**src/rtl/fifo_param.sv**
```systemverilog
// Parametrised single-clock FIFO with occupancy count, programmable almost-full/almost-empty
// thresholds and a selectable registered or first-word-fall-through read port.
module fifo_param #(
   parameter int unsigned DATA_W   = 8,
   parameter int unsigned DEPTH    = 16,
   parameter int unsigned AF_LEVEL = DEPTH - 2,
   parameter int unsigned AE_LEVEL = 2,
   parameter bit          FWFT     = 1'b0,
   localparam int unsigned AW      = $clog2(DEPTH),
   localparam int unsigned CW      = AW + 1
) (
   input  logic              clk,
   input  logic              rst,
   input  logic              wr,
   input  logic              rd,
   input  logic [DATA_W-1:0] datain,
   output logic [DATA_W-1:0] dataout,
   output logic              full,
   output logic              empty,
   output logic              almost_full,
   output logic              almost_empty,
   output logic [CW-1:0]     count,
   output logic              full_err,
   output logic              empty_err
);

   logic [DATA_W-1:0] mem_q [DEPTH];
   logic [CW-1:0]     wr_ptr_q, wr_ptr_d;
   logic [CW-1:0]     rd_ptr_q, rd_ptr_d;
   logic [CW-1:0]     count_q, count_d;
   logic              full_err_q, full_err_d;
   logic              empty_err_q, empty_err_d;
   logic              rd_ok, wr_ok;
   logic [AW-1:0]     rd_idx;

   assign full         = (count_q == CW'(DEPTH));
   assign empty        = (count_q == '0);
   assign almost_full  = (count_q >= CW'(AF_LEVEL));
   assign almost_empty = (count_q <= CW'(AE_LEVEL));
   assign count        = count_q;
   assign full_err     = full_err_q;
   assign empty_err    = empty_err_q;
   assign rd_idx       = rd_ptr_q[AW-1:0];

   always_comb begin
      rd_ok = rd && !empty;
      // A write to a full FIFO is only accepted when a read frees a slot on the same edge.
      wr_ok = wr && (!full || rd_ok);
      wr_ptr_d = wr_ptr_q;
      rd_ptr_d = rd_ptr_q;
      count_d  = count_q;
      if (wr_ok) wr_ptr_d = wr_ptr_q + CW'(1);
      if (rd_ok) rd_ptr_d = rd_ptr_q + CW'(1);
      if (wr_ok && !rd_ok) begin
         count_d = count_q + CW'(1);
      end else if (rd_ok && !wr_ok) begin
         count_d = count_q - CW'(1);
      end
      full_err_d  = wr && full && !rd_ok;
      empty_err_d = rd && empty;
   end

   always_ff @(posedge clk or posedge rst) begin
      if (rst) begin
         wr_ptr_q    <= '0;
         rd_ptr_q    <= '0;
         count_q     <= '0;
         full_err_q  <= 1'b0;
         empty_err_q <= 1'b0;
      end else begin
         wr_ptr_q    <= wr_ptr_d;
         rd_ptr_q    <= rd_ptr_d;
         count_q     <= count_d;
         full_err_q  <= full_err_d;
         empty_err_q <= empty_err_d;
      end
   end

   // Storage is deliberately not reset.
   always_ff @(posedge clk) begin
      if (wr_ok) mem_q[wr_ptr_q[AW-1:0]] <= datain;
   end

   if (FWFT) begin : g_fwft
      assign dataout = mem_q[rd_idx];
   end else begin : g_reg
      logic [DATA_W-1:0] dout_q, dout_d;

      always_comb begin
         dout_d = dout_q;
         if (rd_ok) dout_d = mem_q[rd_idx];
      end

      always_ff @(posedge clk or posedge rst) begin
         if (rst) begin
            dout_q <= '0;
         end else begin
            dout_q <= dout_d;
         end
      end

      assign dataout = dout_q;
   end

endmodule

```
**config.mk**
```make
export PLATFORM = sky130hd
export DESIGN_NAME = fifo_param
export DESIGN_NICKNAME = d
export VERILOG_FILES = /design/src/rtl/fifo_param.sv
export SDC_FILE = /design/constraint.sdc
export NUM_CORES = 1
export LEC_CHECK = 0
export CORE_MARGIN = 4
export CORE_UTILIZATION = 42
export CTS_BUF_LIST = sky130_fd_sc_hd__clkbuf_8
export CTS_CLUSTER_DIAMETER = 80
export DETAILED_ROUTE_END_ITERATION = 8
export DONT_BUFFER_PORTS = 1
export PLACE_DENSITY = 0.67
export SETUP_SLACK_MARGIN = 0.1
export SYNTH_ARGS = -nofsm -noshare
export SYNTH_HDL_FRONTEND = slang
export SYNTH_SLANG_ARGS = --single-unit
```
**constraint.sdc**
```tcl
create_clock -name clk -period 3.95 [get_ports clk]
set_clock_uncertainty 0.05 [all_clocks]
set_input_delay 0.79 -clock clk [delete_from_list [all_inputs] [get_ports clk]]
set_output_delay 0.79 -clock clk [all_outputs]
set_load 0.01 [all_outputs]
```
==> metrics.yaml <==
status: "complete, no violations"
die_x_um: 128
cts_tree: "done"
slew_viol_final: 0
setup_violations: 0
period_minus_slack_ns: 3.12
worst_pin_slew_ns: 0.999
cts_buffer_depth: 2
clk_pin_slew_ns: 0.08
syn2layout_area_growth_pct: 8.60
fillers: 1176
num_rows: 43
maxCapViolCount: 0
min_period_over_period_pct: 78.9
cts-root-buf: "clkbuf_8"
diodes: 0
dieArea_um2: 16400
post_cts_resized: 0
grt_antenna_before_repair: 0
grt-ovfl-total: 0
peakVddDrop_v: 0.000254
holdBufCountCts: 0
final-seq-area_um2: 4420
place_hpwl_um: 7690
drc: 0
vias_per_cell: 5.60
postRouteAntennaNets: 0
first_pass_iters: 4
io_buffers: 0
drtIter0Drc: 204
grt_first_pass_wirelength_um: 18100
drt-total-wl_um: 11800
synthesis.nets: 341
fin_hold_ws_ns: 0.358
finalHoldViolations: 0
synthDistinctLibCells: 36
cp-end-kind: "flip-flop"
grt_max_degree: 24
core_um2: 14000
h-tree-depth: 4
gp_congestion: 0.804
initial_core_util_pct: 43.4
grt_usage_pct: 15.4
crit_fanout: 20
fin_nets: 351
postSynthCellCount: 319
ys_seq_elements: 151
worstSetupStartpointType: "flip-flop"
avgSynthCellArea_um2: 19.0
multiInputGateArea_um2: 1530
fin_tns_setup_ns: 0
timing_worst_setup_path_type: "flip-flop to flip-flop"
yosysSeqAreaShare_pct: 72.9
rsz0062_at_grt: "no"
vias: 2924
post_cts.repair.setup_buffers: 0
relSlewSlack_pct: 33.1
leakagePower_nw: 2.21
grt_pass1_vias: 3082
die_height_um: 128
syn_area_um2: 6070
numCtsBuffers: 17
clkLatencyLatePin_ns: 0.44
ios: 31
fmax_mhz: 321
detail_route.wl_per_cell_um: 22.6
yosys_warnings: 0
drive_gt1_share_pct: 21.1
hold_class: "primary input to async pin"
power_density_nw_per_um2: 688
required_ns: 4.27
cts.sinks: 151
cp.arrival_ns: 3.44
-- Yosys cell counts --
cell type / instances / area [um^2]
o211ai_1: 1 / 7.51
inv_1: 8 / 30.0
nand4_1: 2 / 12.5
clkbuf_1: 6 / 22.5
a21o_1: 2 / 15.0
nand2b_1: 2 / 12.5
mux2i_1: 1 / 10.0
a211oi_1: 7 / 52.6
nor2b_1: 7 / 43.8
a21oi_1: 10 / 50.1
buf_2: 8 / 40.0
buf_6: 1 / 11.3
edfxtp_1: 128 / 3840
nand2_1: 9 / 33.8
nor3_1: 6 / 30.0
or2_2: 1 / 6.26
buf_4: 1 / 7.51
a31o_2: 1 / 8.76
o22ai_1: 7 / 43.8
o21a_1: 1 / 7.51
a41oi_2: 1 / 16.3
dfrtp_1: 23 / 576
fa_1: 1 / 20.0
or3_1: 1 / 6.26
xor2_1: 2 / 17.5
ha_1: 9 / 113
mux4_2: 30 / 676
mux2_2: 8 / 90.1
o21ai_0: 3 / 15.0
nand3_1: 1 / 5.00
xnor2_1: 8 / 70.1
mux2_1: 1 / 11.3
mux2_4: 1 / 15.0
nor2_1: 17 / 63.8
buf_1: 1 / 3.75
mux4_1: 3 / 78.8
-- logic make-up after synthesis --
logic type / after synthesis / synth area share (%)
DFF: 151 / 72.9
and+or+nand+nor: 46 / 3.53
muxes: 44 / 14.5
AOI/OAI and AO/OA: 33 / 3.57
buffers and inverters: 25 / 1.90
xor gates and xnor gates: 10 / 1.44
adders and majority gates: 10 / 2.19
-- cell type report --
class	instances	share of cell area, %
clock inverters	15	1.31
flip-flops and latches	151	67.1
inverters	8	0.456
repair buffers	8	0.912
well taps	180	3.42
clock buffers	17	3.55
multi-input cells	143	23.2
-- placed cells by master (no fill, tap or decap), types with 9 or more instances in the layout --
cell type | synthesis | routed
a21oi_1 | 10 | 10
clkbuf_8 | 0 | 17
nor2_1 | 17 | 17
dfrtp_1 | 23 | 22
ha_1 | 9 | 9
edfxtp_1 | 128 | 128
nand2_1 | 9 | 9
inv_1 | 8 | 18
mux4_2 | 30 | 30
-- registers in the layout, summed over array words and instances (netlist names) --
signal     flops
mem_q        128
dataout        8
count          5
rd_ptr_q       4
wr_ptr_q       4
empty_err      1
full_err       1
-- worst max-delay path, cell delays in order (launching register included) --
cell and delay, ns:
dfrtp_1 0.49, or3_1 0.49, o21a_1 0.45, inv_1 0.13
ha_1 0.16, inv_1 0.11, fa_1 0.43, a21o_1 0.17
a21oi_1 0.19, mux2i_1 0.24, xnor2_1 0.13
-- metal layers --
| metal | wire length, um | global-route usage (%) | vias to the layer above | part of all wire (%) |
|---|---|---|---|---|
| met5 | 0 | 0 | - | 0 |
| met4 | 197 | 5.99 | 0 | 1.7 |
| met3 | 738 | 4.83 | 17 | 6.3 |
| met2 | 5930 | 25.0 | 83 | 50 |
| met1 | 4910 | 19.3 | 1539 | 42 |
| li1 | - | - | 1285 | - |
-- where the power goes --
group          internal, W  switching (W)
clock network     0.000467       0.000514
logic             0.000656       0.000555
registers          0.00198       0.000364
total              0.00310        0.00143
-- worst paths after layout --
| kind | from | to | slack (ns) | cells past startpoint |
|---|---|---|---|---|
| max reg2reg | count[4] | count[4] | 0.83 | 10 |
| min in group clk | rd | full_err | 0.36 | 1 |
| max in group asynchronous | rst | rd_ptr_q[2] | 2.90 | 1 |
| min reg2reg | dataout[1] | dataout[1] | 0.58 | 1 |
| max | count[4] | count[4] | 0.83 | 10 |
| min | rst | full_err | 0.36 | 1 |
-- stage by stage --
stage                     setup slack (ns)  total power (W)  cell area [um^2]  utilization [%]  instances
final                                0.835          0.00453              6590             47.1        522
after global placement               0.946          0.00356              6270             44.8        490
after global routing                 0.658          0.00478              6590             47.1        522
after floorplan                       1.17          0.00325              6070                -        319
after detailed placement             0.861          0.00361              6270             44.8        490
after CTS                            0.820          0.00459              6590             47.1        522
No activity file was read; power rests on OpenSTA's default activity.
